===== src/rtl/pipe_ctrl_hazard_if.sv =====
// -----------------------------------------------------------------------------
// pipe_ctrl_hazard_if
// Decode-stage bus between the instruction front-end (IF/ID register plus
// decoder) and the control/hazard pipeline.
//   master : front-end side; drives the decoded D-stage fields and receives
//            the stall/flush requests.
//   slave  : control pipeline side; samples the D-stage fields and produces
//            the stall/flush requests.
// Signals
//   valid_d, cond_d, reg_write_d, mem_write_d, mem_to_reg_d, branch_d,
//   pc_src_d, no_write_d, alu_src_d, alu_ctrl_d, flag_write_d, extra_d,
//   ra1_d, ra2_d, wa_d           decoded instruction in D
//   stall_f, stall_d             hold PC / hold IF-ID register
//   flush_d, flush_e             bubble IF-ID / bubble into E
// -----------------------------------------------------------------------------
interface pipe_ctrl_hazard_if #(
    parameter int REG_AW   = 4,
    parameter int ALUCTL_W = 3,
    parameter int EXTRA_W  = 1
);
    logic                valid_d;
    logic [3:0]          cond_d;
    logic                reg_write_d;
    logic                mem_write_d;
    logic                mem_to_reg_d;
    logic                branch_d;
    logic                pc_src_d;
    logic                no_write_d;
    logic                alu_src_d;
    logic [ALUCTL_W-1:0] alu_ctrl_d;
    logic [1:0]          flag_write_d;
    logic [EXTRA_W-1:0]  extra_d;
    logic [REG_AW-1:0]   ra1_d;
    logic [REG_AW-1:0]   ra2_d;
    logic [REG_AW-1:0]   wa_d;
    logic                stall_f;
    logic                stall_d;
    logic                flush_d;
    logic                flush_e;

    modport master (
        output valid_d, cond_d, reg_write_d, mem_write_d, mem_to_reg_d,
               branch_d, pc_src_d, no_write_d, alu_src_d, alu_ctrl_d,
               flag_write_d, extra_d, ra1_d, ra2_d, wa_d,
        input  stall_f, stall_d, flush_d, flush_e
    );

    modport slave (
        input  valid_d, cond_d, reg_write_d, mem_write_d, mem_to_reg_d,
               branch_d, pc_src_d, no_write_d, alu_src_d, alu_ctrl_d,
               flag_write_d, extra_d, ra1_d, ra2_d, wa_d,
        output stall_f, stall_d, flush_d, flush_e
    );
endinterface


===== src/rtl/pipe_ctrl_hazard.sv =====
// -----------------------------------------------------------------------------
// pipe_ctrl_hazard
// D->E->M->W control pipeline of the 5-stage ARM-subset core. Carries the
// decoded control bits and register addresses down the pipe, evaluates the
// condition field in E against the flags register held here, and produces
// the forwarding selects and the stall/flush requests for the front-end.
// Ports
//   sys_clk, sys_rst_n   clock (rising edge) / asynchronous active-low reset
//   dif (slave)          decoded D-stage instruction in, stall/flush out
//   alu_flags_e          {N,Z,C,V} produced by the ALU for the E instruction
//   alu_src_e, alu_ctrl_e                E-stage ALU controls (registered)
//   branch_taken_e                       taken branch in E
//   fwd_a_e, fwd_b_e                     00 regfile, 10 M result, 01 W result
//   mem_write_m, mem_to_reg_m, reg_write_m   M-stage controls
//   reg_write_w, mem_to_reg_w, pc_src_w, wa_w, extra_w   W-stage controls
//   flags_q                              architectural {N,Z,C,V}
// -----------------------------------------------------------------------------
module pipe_ctrl_hazard #(
    parameter int REG_AW   = 4,
    parameter int ALUCTL_W = 3,
    parameter int EXTRA_W  = 1
) (
    input  logic                sys_clk,
    input  logic                sys_rst_n,
    pipe_ctrl_hazard_if.slave   dif,
    input  logic [3:0]          alu_flags_e,
    output logic                alu_src_e,
    output logic [ALUCTL_W-1:0] alu_ctrl_e,
    output logic                branch_taken_e,
    output logic [1:0]          fwd_a_e,
    output logic [1:0]          fwd_b_e,
    output logic                mem_write_m,
    output logic                mem_to_reg_m,
    output logic                reg_write_m,
    output logic                reg_write_w,
    output logic                mem_to_reg_w,
    output logic                pc_src_w,
    output logic [REG_AW-1:0]   wa_w,
    output logic [EXTRA_W-1:0]  extra_w,
    output logic [3:0]          flags_q
);

    // Forwarding select encodings
    localparam logic [1:0] FWD_RF = 2'b00;
    localparam logic [1:0] FWD_M  = 2'b10;
    localparam logic [1:0] FWD_W  = 2'b01;

    // ARM condition field evaluation against {N,Z,C,V}
    function automatic logic cond_check(input logic [3:0] cond, input logic [3:0] flags);
        logic n_v;
        logic z_v;
        logic c_v;
        logic v_v;
        logic res_v;
        n_v = flags[3];
        z_v = flags[2];
        c_v = flags[1];
        v_v = flags[0];
        case (cond)
            4'b0000: res_v = z_v;
            4'b0001: res_v = ~z_v;
            4'b0010: res_v = c_v;
            4'b0011: res_v = ~c_v;
            4'b0100: res_v = n_v;
            4'b0101: res_v = ~n_v;
            4'b0110: res_v = v_v;
            4'b0111: res_v = ~v_v;
            4'b1000: res_v = c_v & ~z_v;
            4'b1001: res_v = ~c_v | z_v;
            4'b1010: res_v = (n_v == v_v);
            4'b1011: res_v = (n_v != v_v);
            4'b1100: res_v = ~z_v & (n_v == v_v);
            4'b1101: res_v = z_v | (n_v != v_v);
            default: res_v = 1'b1;
        endcase
        return res_v;
    endfunction

    // E-stage registers
    logic                valid_e_r;
    logic [3:0]          cond_e_r;
    logic                reg_write_e_r;
    logic                mem_write_e_r;
    logic                mem_to_reg_e_r;
    logic                branch_e_r;
    logic                pc_src_e_r;
    logic                no_write_e_r;
    logic                alu_src_e_r;
    logic [ALUCTL_W-1:0] alu_ctrl_e_r;
    logic [1:0]          flag_write_e_r;
    logic [EXTRA_W-1:0]  extra_e_r;
    logic [REG_AW-1:0]   ra1_e_r;
    logic [REG_AW-1:0]   ra2_e_r;
    logic [REG_AW-1:0]   wa_e_r;

    // M-stage registers (enables already gated by the E condition)
    logic                reg_write_m_r;
    logic                mem_write_m_r;
    logic                mem_to_reg_m_r;
    logic                pc_src_m_r;
    logic [REG_AW-1:0]   wa_m_r;
    logic [EXTRA_W-1:0]  extra_m_r;

    // W-stage registers
    logic                reg_write_w_r;
    logic                mem_to_reg_w_r;
    logic                pc_src_w_r;
    logic [REG_AW-1:0]   wa_w_r;
    logic [EXTRA_W-1:0]  extra_w_r;

    logic [3:0]          flags_r;

    // Combinational hazard / gating terms
    logic                cond_ok_s;
    logic                en_s;
    logic                branch_taken_s;
    logic                ld_stall_s;
    logic                pc_pend_s;
    logic                flush_e_s;
    logic [1:0]          fwd_a_s;
    logic [1:0]          fwd_b_s;
    logic [3:0]          flags_next_s;

    assign cond_ok_s      = cond_check(cond_e_r, flags_r);
    assign en_s           = valid_e_r & cond_ok_s;
    assign branch_taken_s = branch_e_r & cond_ok_s & valid_e_r;

    // A load in E whose destination feeds the instruction in D cannot be
    // forwarded in time: hold D for one cycle and push a bubble into E.
    assign ld_stall_s = valid_e_r & mem_to_reg_e_r & dif.valid_d &
                        ((wa_e_r == dif.ra1_d) | (wa_e_r == dif.ra2_d));

    // A PC write anywhere from D to M means the fetch stream is wrong until it
    // retires in W; the E/D terms are ungated because the condition is not
    // known yet for D and keeping E ungated avoids a comparator on the flags path.
    assign pc_pend_s = (dif.valid_d & dif.pc_src_d) | (valid_e_r & pc_src_e_r) | pc_src_m_r;

    assign flush_e_s   = ld_stall_s | branch_taken_s;
    assign dif.stall_f = ld_stall_s | pc_pend_s;
    assign dif.stall_d = ld_stall_s;
    assign dif.flush_d = pc_pend_s | pc_src_w_r | branch_taken_s;
    assign dif.flush_e = flush_e_s;

    // Forwarding selects; the younger producer in M takes priority over W
    always_comb begin
        fwd_a_s = FWD_RF;
        fwd_b_s = FWD_RF;
        if (reg_write_m_r && (wa_m_r == ra1_e_r)) begin
            fwd_a_s = FWD_M;
        end else if (reg_write_w_r && (wa_w_r == ra1_e_r)) begin
            fwd_a_s = FWD_W;
        end else begin
            fwd_a_s = FWD_RF;
        end
        if (reg_write_m_r && (wa_m_r == ra2_e_r)) begin
            fwd_b_s = FWD_M;
        end else if (reg_write_w_r && (wa_w_r == ra2_e_r)) begin
            fwd_b_s = FWD_W;
        end else begin
            fwd_b_s = FWD_RF;
        end
    end

    // Next flags: each half is replaced only when its write enable is set
    always_comb begin
        flags_next_s = flags_r;
        if (flag_write_e_r[1]) begin
            flags_next_s[3:2] = alu_flags_e[3:2];
        end else begin
            flags_next_s[3:2] = flags_r[3:2];
        end
        if (flag_write_e_r[0]) begin
            flags_next_s[1:0] = alu_flags_e[1:0];
        end else begin
            flags_next_s[1:0] = flags_r[1:0];
        end
    end

    // D->E register; a flush loads an all-zero bubble and beats the stall
    always_ff @(posedge sys_clk or negedge sys_rst_n) begin
        if (!sys_rst_n) begin
            valid_e_r      <= 1'b0;
            cond_e_r       <= 4'b0000;
            reg_write_e_r  <= 1'b0;
            mem_write_e_r  <= 1'b0;
            mem_to_reg_e_r <= 1'b0;
            branch_e_r     <= 1'b0;
            pc_src_e_r     <= 1'b0;
            no_write_e_r   <= 1'b0;
            alu_src_e_r    <= 1'b0;
            alu_ctrl_e_r   <= {ALUCTL_W{1'b0}};
            flag_write_e_r <= 2'b00;
            extra_e_r      <= {EXTRA_W{1'b0}};
            ra1_e_r        <= {REG_AW{1'b0}};
            ra2_e_r        <= {REG_AW{1'b0}};
            wa_e_r         <= {REG_AW{1'b0}};
        end else if (flush_e_s) begin
            valid_e_r      <= 1'b0;
            cond_e_r       <= 4'b0000;
            reg_write_e_r  <= 1'b0;
            mem_write_e_r  <= 1'b0;
            mem_to_reg_e_r <= 1'b0;
            branch_e_r     <= 1'b0;
            pc_src_e_r     <= 1'b0;
            no_write_e_r   <= 1'b0;
            alu_src_e_r    <= 1'b0;
            alu_ctrl_e_r   <= {ALUCTL_W{1'b0}};
            flag_write_e_r <= 2'b00;
            extra_e_r      <= {EXTRA_W{1'b0}};
            ra1_e_r        <= {REG_AW{1'b0}};
            ra2_e_r        <= {REG_AW{1'b0}};
            wa_e_r         <= {REG_AW{1'b0}};
        end else begin
            valid_e_r      <= dif.valid_d;
            cond_e_r       <= dif.cond_d;
            reg_write_e_r  <= dif.reg_write_d;
            mem_write_e_r  <= dif.mem_write_d;
            mem_to_reg_e_r <= dif.mem_to_reg_d;
            branch_e_r     <= dif.branch_d;
            pc_src_e_r     <= dif.pc_src_d;
            no_write_e_r   <= dif.no_write_d;
            alu_src_e_r    <= dif.alu_src_d;
            alu_ctrl_e_r   <= dif.alu_ctrl_d;
            flag_write_e_r <= dif.flag_write_d;
            extra_e_r      <= dif.extra_d;
            ra1_e_r        <= dif.ra1_d;
            ra2_e_r        <= dif.ra2_d;
            wa_e_r         <= dif.wa_d;
        end
    end

    // E->M register; side-effecting enables are qualified by the condition here
    always_ff @(posedge sys_clk or negedge sys_rst_n) begin
        if (!sys_rst_n) begin
            reg_write_m_r  <= 1'b0;
            mem_write_m_r  <= 1'b0;
            mem_to_reg_m_r <= 1'b0;
            pc_src_m_r     <= 1'b0;
            wa_m_r         <= {REG_AW{1'b0}};
            extra_m_r      <= {EXTRA_W{1'b0}};
        end else begin
            reg_write_m_r  <= en_s & reg_write_e_r & ~no_write_e_r;
            mem_write_m_r  <= en_s & mem_write_e_r;
            mem_to_reg_m_r <= mem_to_reg_e_r;
            pc_src_m_r     <= en_s & pc_src_e_r;
            wa_m_r         <= wa_e_r;
            extra_m_r      <= extra_e_r;
        end
    end

    // M->W register
    always_ff @(posedge sys_clk or negedge sys_rst_n) begin
        if (!sys_rst_n) begin
            reg_write_w_r  <= 1'b0;
            mem_to_reg_w_r <= 1'b0;
            pc_src_w_r     <= 1'b0;
            wa_w_r         <= {REG_AW{1'b0}};
            extra_w_r      <= {EXTRA_W{1'b0}};
        end else begin
            reg_write_w_r  <= reg_write_m_r;
            mem_to_reg_w_r <= mem_to_reg_m_r;
            pc_src_w_r     <= pc_src_m_r;
            wa_w_r         <= wa_m_r;
            extra_w_r      <= extra_m_r;
        end
    end

    // Architectural flags; bubbles and condition-failed slots leave them alone
    always_ff @(posedge sys_clk or negedge sys_rst_n) begin
        if (!sys_rst_n) begin
            flags_r <= 4'b0000;
        end else if (en_s) begin
            flags_r <= flags_next_s;
        end else begin
            flags_r <= flags_r;
        end
    end

    assign alu_src_e      = alu_src_e_r;
    assign alu_ctrl_e     = alu_ctrl_e_r;
    assign branch_taken_e = branch_taken_s;
    assign fwd_a_e        = fwd_a_s;
    assign fwd_b_e        = fwd_b_s;
    assign mem_write_m    = mem_write_m_r;
    assign mem_to_reg_m   = mem_to_reg_m_r;
    assign reg_write_m    = reg_write_m_r;
    assign reg_write_w    = reg_write_w_r;
    assign mem_to_reg_w   = mem_to_reg_w_r;
    assign pc_src_w       = pc_src_w_r;
    assign wa_w           = wa_w_r;
    assign extra_w        = extra_w_r;
    assign flags_q        = flags_r;

endmodule

===== src/flat_wrapper.sv =====
// flat-port wrapper written by rule: the top's interface ports become plain ports
module pipe_ctrl_hazard_flat 
#(
    parameter int REG_AW   = 4,
    parameter int ALUCTL_W = 3,
    parameter int EXTRA_W  = 1
)
  (sys_clk, sys_rst_n, alu_flags_e, alu_src_e, alu_ctrl_e, branch_taken_e, fwd_a_e, fwd_b_e, mem_write_m, mem_to_reg_m, reg_write_m, reg_write_w, mem_to_reg_w, pc_src_w, wa_w, extra_w, flags_q, dif_valid_d, dif_cond_d, dif_reg_write_d, dif_mem_write_d, dif_mem_to_reg_d, dif_branch_d, dif_pc_src_d, dif_no_write_d, dif_alu_src_d, dif_alu_ctrl_d, dif_flag_write_d, dif_extra_d, dif_ra1_d, dif_ra2_d, dif_wa_d, dif_stall_f, dif_stall_d, dif_flush_d, dif_flush_e);
  pipe_ctrl_hazard_if #(.REG_AW(REG_AW), .ALUCTL_W(ALUCTL_W), .EXTRA_W(EXTRA_W)) dif_i ();
  input  logic sys_clk;
  input  logic sys_rst_n;
  input  logic [3:0] alu_flags_e;
  output logic alu_src_e;
  output logic [ALUCTL_W-1:0] alu_ctrl_e;
  output logic branch_taken_e;
  output logic [1:0] fwd_a_e;
  output logic [1:0] fwd_b_e;
  output logic mem_write_m;
  output logic mem_to_reg_m;
  output logic reg_write_m;
  output logic reg_write_w;
  output logic mem_to_reg_w;
  output logic pc_src_w;
  output logic [REG_AW-1:0] wa_w;
  output logic [EXTRA_W-1:0] extra_w;
  output logic [3:0] flags_q;
  input wire logic [$bits(dif_i.valid_d)-1:0] dif_valid_d;
  input wire logic [$bits(dif_i.cond_d)-1:0] dif_cond_d;
  input wire logic [$bits(dif_i.reg_write_d)-1:0] dif_reg_write_d;
  input wire logic [$bits(dif_i.mem_write_d)-1:0] dif_mem_write_d;
  input wire logic [$bits(dif_i.mem_to_reg_d)-1:0] dif_mem_to_reg_d;
  input wire logic [$bits(dif_i.branch_d)-1:0] dif_branch_d;
  input wire logic [$bits(dif_i.pc_src_d)-1:0] dif_pc_src_d;
  input wire logic [$bits(dif_i.no_write_d)-1:0] dif_no_write_d;
  input wire logic [$bits(dif_i.alu_src_d)-1:0] dif_alu_src_d;
  input wire logic [$bits(dif_i.alu_ctrl_d)-1:0] dif_alu_ctrl_d;
  input wire logic [$bits(dif_i.flag_write_d)-1:0] dif_flag_write_d;
  input wire logic [$bits(dif_i.extra_d)-1:0] dif_extra_d;
  input wire logic [$bits(dif_i.ra1_d)-1:0] dif_ra1_d;
  input wire logic [$bits(dif_i.ra2_d)-1:0] dif_ra2_d;
  input wire logic [$bits(dif_i.wa_d)-1:0] dif_wa_d;
  output wire logic [$bits(dif_i.stall_f)-1:0] dif_stall_f;
  output wire logic [$bits(dif_i.stall_d)-1:0] dif_stall_d;
  output wire logic [$bits(dif_i.flush_d)-1:0] dif_flush_d;
  output wire logic [$bits(dif_i.flush_e)-1:0] dif_flush_e;
  assign dif_i.valid_d = dif_valid_d;
  assign dif_i.cond_d = dif_cond_d;
  assign dif_i.reg_write_d = dif_reg_write_d;
  assign dif_i.mem_write_d = dif_mem_write_d;
  assign dif_i.mem_to_reg_d = dif_mem_to_reg_d;
  assign dif_i.branch_d = dif_branch_d;
  assign dif_i.pc_src_d = dif_pc_src_d;
  assign dif_i.no_write_d = dif_no_write_d;
  assign dif_i.alu_src_d = dif_alu_src_d;
  assign dif_i.alu_ctrl_d = dif_alu_ctrl_d;
  assign dif_i.flag_write_d = dif_flag_write_d;
  assign dif_i.extra_d = dif_extra_d;
  assign dif_i.ra1_d = dif_ra1_d;
  assign dif_i.ra2_d = dif_ra2_d;
  assign dif_i.wa_d = dif_wa_d;
  assign dif_stall_f = dif_i.stall_f;
  assign dif_stall_d = dif_i.stall_d;
  assign dif_flush_d = dif_i.flush_d;
  assign dif_flush_e = dif_i.flush_e;
  pipe_ctrl_hazard #(.REG_AW(REG_AW), .ALUCTL_W(ALUCTL_W), .EXTRA_W(EXTRA_W)) u_core (.sys_clk(sys_clk), .sys_rst_n(sys_rst_n), .dif(dif_i), .alu_flags_e(alu_flags_e), .alu_src_e(alu_src_e), .alu_ctrl_e(alu_ctrl_e), .branch_taken_e(branch_taken_e), .fwd_a_e(fwd_a_e), .fwd_b_e(fwd_b_e), .mem_write_m(mem_write_m), .mem_to_reg_m(mem_to_reg_m), .reg_write_m(reg_write_m), .reg_write_w(reg_write_w), .mem_to_reg_w(mem_to_reg_w), .pc_src_w(pc_src_w), .wa_w(wa_w), .extra_w(extra_w), .flags_q(flags_q));
endmodule

===== config.mk =====
export PLATFORM = sky130hd
export DESIGN_NAME = pipe_ctrl_hazard_flat
export DESIGN_NICKNAME = d
export VERILOG_FILES = /design/src/rtl/pipe_ctrl_hazard_if.sv /design/src/rtl/pipe_ctrl_hazard.sv /design/src/flat_wrapper.sv
export SDC_FILE = /design/constraint.sdc
export NUM_CORES = 1
export LEC_CHECK = 0
export ABC_AREA = 1
export CAP_MARGIN = 20
export CORE_MARGIN = 5
export CORE_UTILIZATION = 35
export CTS_CLUSTER_DIAMETER = 30
export DETAILED_ROUTE_END_ITERATION = 10
export PLACE_DENSITY_LB_ADDON = 0.12
export REMOVE_ABC_BUFFERS = 1
export SKIP_CTS_REPAIR_TIMING = 1
export SLEW_MARGIN = 20
export SYNTH_ARGS = -nofsm -noshare
export SYNTH_HDL_FRONTEND = slang
export SYNTH_SLANG_ARGS = --single-unit

===== constraint.sdc =====
create_clock -name sys_clk -period 2.91 [get_ports sys_clk]
set_clock_uncertainty 0.15 [all_clocks]
set_input_delay 0.582 -clock sys_clk [delete_from_list [all_inputs] [get_ports sys_clk]]
set_output_delay 0.582 -clock sys_clk [all_outputs]
set_load 0.05 [all_outputs]

==> summary.md, run 1 <==
* result of the run: completed
* setup TNS: 0 ns
* tightest slew margin relative to the limit: 0.626
* flip-flop and latch count after synthesis: 51
* max-capacitance violation count: 0
* Crit Path Category: in -> out
* placer congestion estimate: 0.798
* Critical Path Sink: dif_stall_d
* type of destination of the critical path: primary output
* clock tree root buffer cell: sky130_fd_sc_hd__clkbuf_8
* worst r2r path cells: 10
* data arrival time of the critical path: 1.91 ns
* clock transition at the registers of the reported paths: 0.09 ns
* via density per instance: 4.41
* critical path launch point type: primary input
* total wirelength of the detailed-routed design: 4720 um
* top-level port count: 64
* cell row count: 29
* FF+latch area: 0.00128 mm2
* Worst Max-Slew Pin Slew: 0.561 ns
* Worst IR Drop VDD: 0.469 mV
* global-route wire length before repair: 8070 um
* DR vias: 1,725
* clock sinks: 51
* Crit Reg-Reg Startpoint: u_core.flags_q[0]
* Die Ht: 91.1 um
* worst setup path startpoint: dif_ra1_d[2]
* final core utilization: 0.489
* part of the Yosys area used for sequential elements: 0.554
* P_leak: 1.54 nW
* Hold/Removal Path Class: in -> async
* post-layout net count: 350
* count of final hold-check violations: 0
* clock tree from TritonCTS: yes
* DP Cell Count: 384
* final number of setup-violating endpoints: 0
* Max Buffers Root-to-Sink: 2
* largest cells by area after synthesis: sky130_fd_sc_hd__dfrtp_1 (55%), sky130_fd_sc_hd__nor2_2 (8.4%), sky130_fd_sc_hd__inv_1 (8.0%)
* number of warnings issued by yosys: 0
* Final Cell Area: 0.00312 mm2
* maximum net fanout on the critical path: 3
* effective utilization at floorplan: 0.361
* area share of the largest cell type after synthesis: 0.554
* smallest setup slack after layout: 0.269 ns
* portion of the clock cycle consumed by the worst path in the final layout: 0.907
* number of flops mapped to enable cells by yosys: 0
* final non-filler cell total: 391
* Worst Path Required: 2.18 ns
* estimated wirelength of the detail-placed design: 3590 um
* drc violations: 0
* CTS H-tree depth: 2
* placement-stage cell area: 0.00303 mm2
* average instance area after synthesis: 9.36 um2
* crit path time final: 2.64 ns
* wire per inst: 12.1 um
* via count of the first global-routing pass: 1,803
* Netlist Area Pre-Place: 0.00230 mm2
* pre-CTS setup slack: 0.251 ns
* floorplan core area: 0.00639 mm2
* fill cell instance count of the final layout: 615
* synthesized instance count: 246
* maximum number of pins on one net before global-route repair: 45
* Peak Freq: 379 MHz
* area added between synthesis and finish: 35.5%
* post-layout power: 2.18 mW
* asr flop ratio synth: 1.00
* number of antenna violations at the first check in global routing: 0
* All-Layer GR Usage: 0.119
* antenna cells: 0
* register-to-register path setup slack: 0.80 ns
* drt pass-1 iters: 2
* pins over their slew limit: 0
* smallest hold slack: 0.116 ns
* number of buffers created by CTS: 5
* dominant register cell in the synthesized netlist: sky130_fd_sc_hd__dfrtp_1
* floorplan die width: 91.1 um
* area occupied by multi-input gates: 790 um2
* GRT overflow: 0
* unrepaired setup endpoints after global routing: false
* Unique masters post-synth: 27
* power density normalized to cell area: 698 mW/mm2
* fraction of final layout cells sized beyond drive strength 1: 0.175
* Die Outline Area: 0.00830 mm2
* drt initial violations: 39
* cell taking the most area after synthesis: sky130_fd_sc_hd__dfrtp_1
* endpoint of the most critical register-to-register path: u_core.valid_e_r
* port buffer count: 63
* number of routed nets with antenna violations: 0
* Clock Latency Late Sink: 0.30 ns
==> critical path, cell delays in order <==
cell and delay [ns]:
sky130_fd_sc_hd__clkdlybuf4s50_1 0.43, sky130_fd_sc_hd__xnor2_1 0.23, sky130_fd_sc_hd__nand4_1 0.12, sky130_fd_sc_hd__a21o_1 0.25
sky130_fd_sc_hd__inv_1 0.14, sky130_fd_sc_hd__buf_12 0.15
==> cell usage after synthesis, types with 3 or more instances <==
library cell	instances
sky130_fd_sc_hd__o22ai_1	6
sky130_fd_sc_hd__a21oi_1	4
sky130_fd_sc_hd__xnor2_1	11
sky130_fd_sc_hd__nor2_2	31
sky130_fd_sc_hd__nand3_1	7
sky130_fd_sc_hd__inv_1	49
sky130_fd_sc_hd__nor3_1	3
sky130_fd_sc_hd__o21ai_0	3
sky130_fd_sc_hd__nor2_1	19
sky130_fd_sc_hd__nand2_1	36
sky130_fd_sc_hd__buf_6	4
sky130_fd_sc_hd__nand4_1	6
sky130_fd_sc_hd__dfrtp_1	51
==> metal layers <==
| layer | GRT usage | vias to the layer above | wire length (um) |
|---|---|---|---|
| met3 | 0.0405 | 4 | 323 |
| li1 | - | 882 | - |
| met5 | 0 | - | 0 |
| met4 | 0.0269 | 0 | 25 |
| met1 | 0.148 | 797 | 2010 |
| met2 | 0.201 | 42 | 2360 |
==> cells by family (layout without fill, tap and decap cells) <==
logic type | count (synthesis) | count (layout) | share of synthesized area
simple gates | 110 | 110 | 0.249
compound gates | 18 | 18 | 0.0484
flops | 51 | 51 | 0.554
buf+inv | 55 | 123 | 0.103
xor+xnor | 12 | 12 | 0.0457
==> report_power, final <==
group / leakage (nW) / internal [mW] / switching (mW)
registers: 0.618 / 0.825 / 0.113
clock network: 0.0440 / 0.165 / 0.224
logic: 0.878 / 0.325 / 0.528
total: 1.54 / 1.32 / 0.864
==> worst min-delay path by stage <==
stage | start | end | slack [ns]
4_1_cts | u_core.extra_e_r | u_core.extra_m_r | 0.21
2_1_floorplan | sys_rst_n | u_core.alu_ctrl_e[0] | 0.14
5_1_grt | sys_rst_n | u_core.alu_ctrl_e[1] | 0.15
3_5_place_dp | u_core.extra_e_r | u_core.extra_m_r | 0.19
6_report | sys_rst_n | u_core.alu_ctrl_e[1] | 0.12
3_3_place_gp | u_core.extra_e_r | u_core.extra_m_r | 0.19
==> state kept, by name (all words and copies together) (netlist names), 2 cells and up <==
register	flops
u_core.wa_w	4
u_core.flag_write_e_r	2
u_core.wa_e_r	4
u_core.cond_e_r	4
u_core.wa_m_r	4
u_core.ra1_e_r	4
u_core.flags_q	4
u_core.ra2_e_r	4
u_core.alu_ctrl_e	3
==> layout by cell type, fill, tap and decap left out <==
cell / instances
sky130_fd_sc_hd__clkdlybuf4s50_1: 53
sky130_fd_sc_hd__dfrtp_1: 51
sky130_fd_sc_hd__inv_1: 49
sky130_fd_sc_hd__nand2_1: 36
sky130_fd_sc_hd__nor2_2: 31
sky130_fd_sc_hd__nor2_1: 19
sky130_fd_sc_hd__xnor2_1: 11
sky130_fd_sc_hd__nand3_1: 7
sky130_fd_sc_hd__buf_4: 7
sky130_fd_sc_hd__nand4_1: 6
sky130_fd_sc_hd__o22ai_1: 6
sky130_fd_sc_hd__clkbuf_8: 5
sky130_fd_sc_hd__a21oi_1: 4
sky130_fd_sc_hd__buf_12: 4
sky130_fd_sc_hd__nor3_1: 3
sky130_fd_sc_hd__o21ai_0: 3
sky130_fd_sc_hd__nand3_4: 2
sky130_fd_sc_hd__o2111ai_1: 2
sky130_fd_sc_hd__dlymetal6s2s_1: 2
sky130_fd_sc_hd__a21o_1: 1
sky130_fd_sc_hd__inv_2: 1
sky130_fd_sc_hd__or2_4: 1
sky130_fd_sc_hd__nand3_2: 1
sky130_fd_sc_hd__nand2_4: 1
sky130_fd_sc_hd__xor2_1: 1
sky130_fd_sc_hd__o211ai_1: 1
sky130_fd_sc_hd__nor4_1: 1
sky130_fd_sc_hd__nand3b_1: 1
sky130_fd_sc_hd__and3_1: 1
sky130_fd_sc_hd__a31oi_1: 1
sky130_fd_sc_hd__clkinv_4: 1
sky130_fd_sc_hd__clkinv_2: 1
==> cell type report <==
| type | instances | share of cell area |
|---|---|---|
| clock buffer | 5 | 0.0221 |
| inverter | 50 | 0.0601 |
| sequential | 51 | 0.409 |
| multi-input combinational | 140 | 0.253 |
| clock inverter | 2 | 0.00441 |
| tap | 77 | 0.0309 |
| timing repair buffer | 66 | 0.221 |
No activity file was read; power rests on OpenSTA's default activity.
==> run 2, diff against run 1 <==
Settings changed: MAX_ROUTING_LAYER set to met4.
==> run 2 against run 1 <==
Total power up 1.4%; clock power rose by 6.9%; worst setup slack got worse by 0.0091 ns; count of clock-buffer cells in the layout rose by 2; combinational power hardly changed.
==> summary.md, run 2 (synthesized netlist as in run 1, its figures left out) <==
* Die Ht: 91.1 um, unchanged
* Top Metal Used: met4, unchanged
* total wirelength of the detailed-routed design: 4740 um, was 4720 um
* Crit Reg-Reg Startpoint: u_core.flags_q[0], unchanged
* data arrival time of the critical path: 1.92 ns, was 1.91 ns
* Crit Path Category: in -> out, unchanged
* cell row count: 29, unchanged
* DP Cell Count: 384, unchanged
* port buffer count: 63, unchanged
* worst r2r path cells: 10, unchanged
* result of the run: completed, unchanged
* maximum net fanout on the critical path: 3, unchanged
* max-capacitance violation count: 0, unchanged
* portion of the clock cycle consumed by the worst path in the final layout: 0.911, was 0.907
* wire per inst: 12.1 um, about the same
* floorplan core area: 0.00639 mm2, unchanged
* detailed-route wire length on metal 1: 2090 um, was 2010 um
* Worst IR Drop VDD: 0.437 mV, was 0.469 mV
* P_leak: 1.54 nW, about the same
* unrepaired setup endpoints after global routing: false, unchanged
* via count of the first global-routing pass: 1,774, was 1,803
* clock transition at the registers of the reported paths: 0.09 ns, about the same
* Die Outline Area: 0.00830 mm2, unchanged
* Clock Latency Late Sink: 0.29 ns, was 0.30 ns
* top-level port count: 64, unchanged
* fraction of final layout cells sized beyond drive strength 1: 0.175, about the same
* Peak Freq: 377 MHz, was 379 MHz
* commonest cells after routing, fill and taps aside: sky130_fd_sc_hd__clkdlybuf4s50_1 (53), sky130_fd_sc_hd__dfrtp_1 (51), sky130_fd_sc_hd__inv_1 (49), sky130_fd_sc_hd__nand2_1 (36), sky130_fd_sc_hd__nor2_2 (31), unchanged
* global-route wire length before repair: 8270 um, was 8070 um
* DR vias: 1,685, was 1,725
* Hold/Removal Path Class: in -> async, unchanged
* floorplan die width: 91.1 um, unchanged
* Worst Max-Slew Pin Slew: 0.596 ns, was 0.561 ns
* drt initial violations: 90, was 39
* type of destination of the critical path: primary output, unchanged
* clock tree root buffer cell: sky130_fd_sc_hd__clkbuf_8, unchanged
* tightest slew margin relative to the limit: 0.603, was 0.626
* register-to-register path setup slack: 0.77 ns, was 0.80 ns
* All-Layer GR Usage: 0.126, was 0.119
* CTS H-tree depth: 2, unchanged
* placer congestion estimate: 0.833, was 0.798
* met2 wire len: 2330 um, was 2360 um
* pins over their slew limit: 0, unchanged
* clock sinks: 51, unchanged
* Worst Path Required: 2.18 ns, about the same
* antenna cells: 0, unchanged
* effective utilization at floorplan: 0.361, unchanged
* number of routed nets with antenna violations: 0, unchanged
* clock tree from TritonCTS: yes, unchanged
* post-layout net count: 350, unchanged
* GRT overflow: 0, unchanged
* post-layout power: 2.21 mW, was 2.18 mW
* routed length on met3: 232 um, was 323 um
* drt pass-1 iters: 4, was 2
* power density normalized to cell area: 706 mW/mm2, was 698 mW/mm2
* area added between synthesis and finish: 36.0%, was 35.5%
* Max Buffers Root-to-Sink: 2, unchanged
* commonest non-fill, non-tap cell in the layout: sky130_fd_sc_hd__clkdlybuf4s50_1, unchanged
* critical path launch point type: primary input, unchanged
* setup TNS: 0 ns, unchanged
* maximum number of pins on one net before global-route repair: 31, was 45
* final non-filler cell total: 392, was 391
* via density per instance: 4.30, was 4.41
* estimated wirelength of the detail-placed design: 3680 um, was 3590 um
* number of antenna violations at the first check in global routing: 0, unchanged
* drc violations: 0, unchanged
* worst setup path startpoint: dif_ra2_d[0], was dif_ra1_d[2]
* number of buffers created by CTS: 5, unchanged
* final number of setup-violating endpoints: 0, unchanged
* crit path time final: 2.65 ns, was 2.64 ns
* count of final hold-check violations: 0, unchanged
* endpoint of the most critical register-to-register path: u_core.valid_e_r, unchanged
-- run 2: report_power, final --
part	internal [mW]	switching [mW]	leakage (nW)
combinational	0.324	0.530	0.878
clock	0.195	0.221	0.0484
sequential	0.825	0.115	0.618
-- run 2: worst max path at each step --
stage	end
floorplan	fwd_b_e[0]
global placement	dif_stall_d
detailed placement	dif_stall_f
CTS	fwd_b_e[0]
global route	dif_flush_d
finish	dif_stall_d
-- run 2: per-layer routing --
layer,GRT usage,vias up
met5,-,-
met4,0.0416,0
met1,0.159,739
met3,0.0306,8
li1,-,887
met2,0.200,51
-- run 2: metrics by stage --
step,area (um2),setup slack [ns],utilization,hold WS (ns)
after floorplan,2250,-0.250,-,0.136
after global placement,3030,0.225,0.475,0.185
after detailed placement,3030,0.226,0.475,0.185
after CTS,3130,0.0106,0.489,0.136
after global routing,3130,0.113,0.490,0.169
final,3130,0.260,0.490,0.132
-- run 2: layout make-up --
class | instances | area (um2)
Clock buffer | 7 | 86.3
Tap cell | 77 | 96.3
Sequential cell | 51 | 1280
Clock inverter | 1 | 8.76
Inverter | 50 | 188
Multi-Input combinational cell | 140 | 790
Timing Repair Buffer | 66 | 686
Fill cell | 612 | 3260
-- run 2: worst max-delay path: stages --
cell,delay (ns)
sky130_fd_sc_hd__clkdlybuf4s50_1,0.45
sky130_fd_sc_hd__xnor2_1,0.24
sky130_fd_sc_hd__nand4_1,0.13
sky130_fd_sc_hd__a21o_1,0.23
sky130_fd_sc_hd__inv_1,0.13
sky130_fd_sc_hd__buf_12,0.15
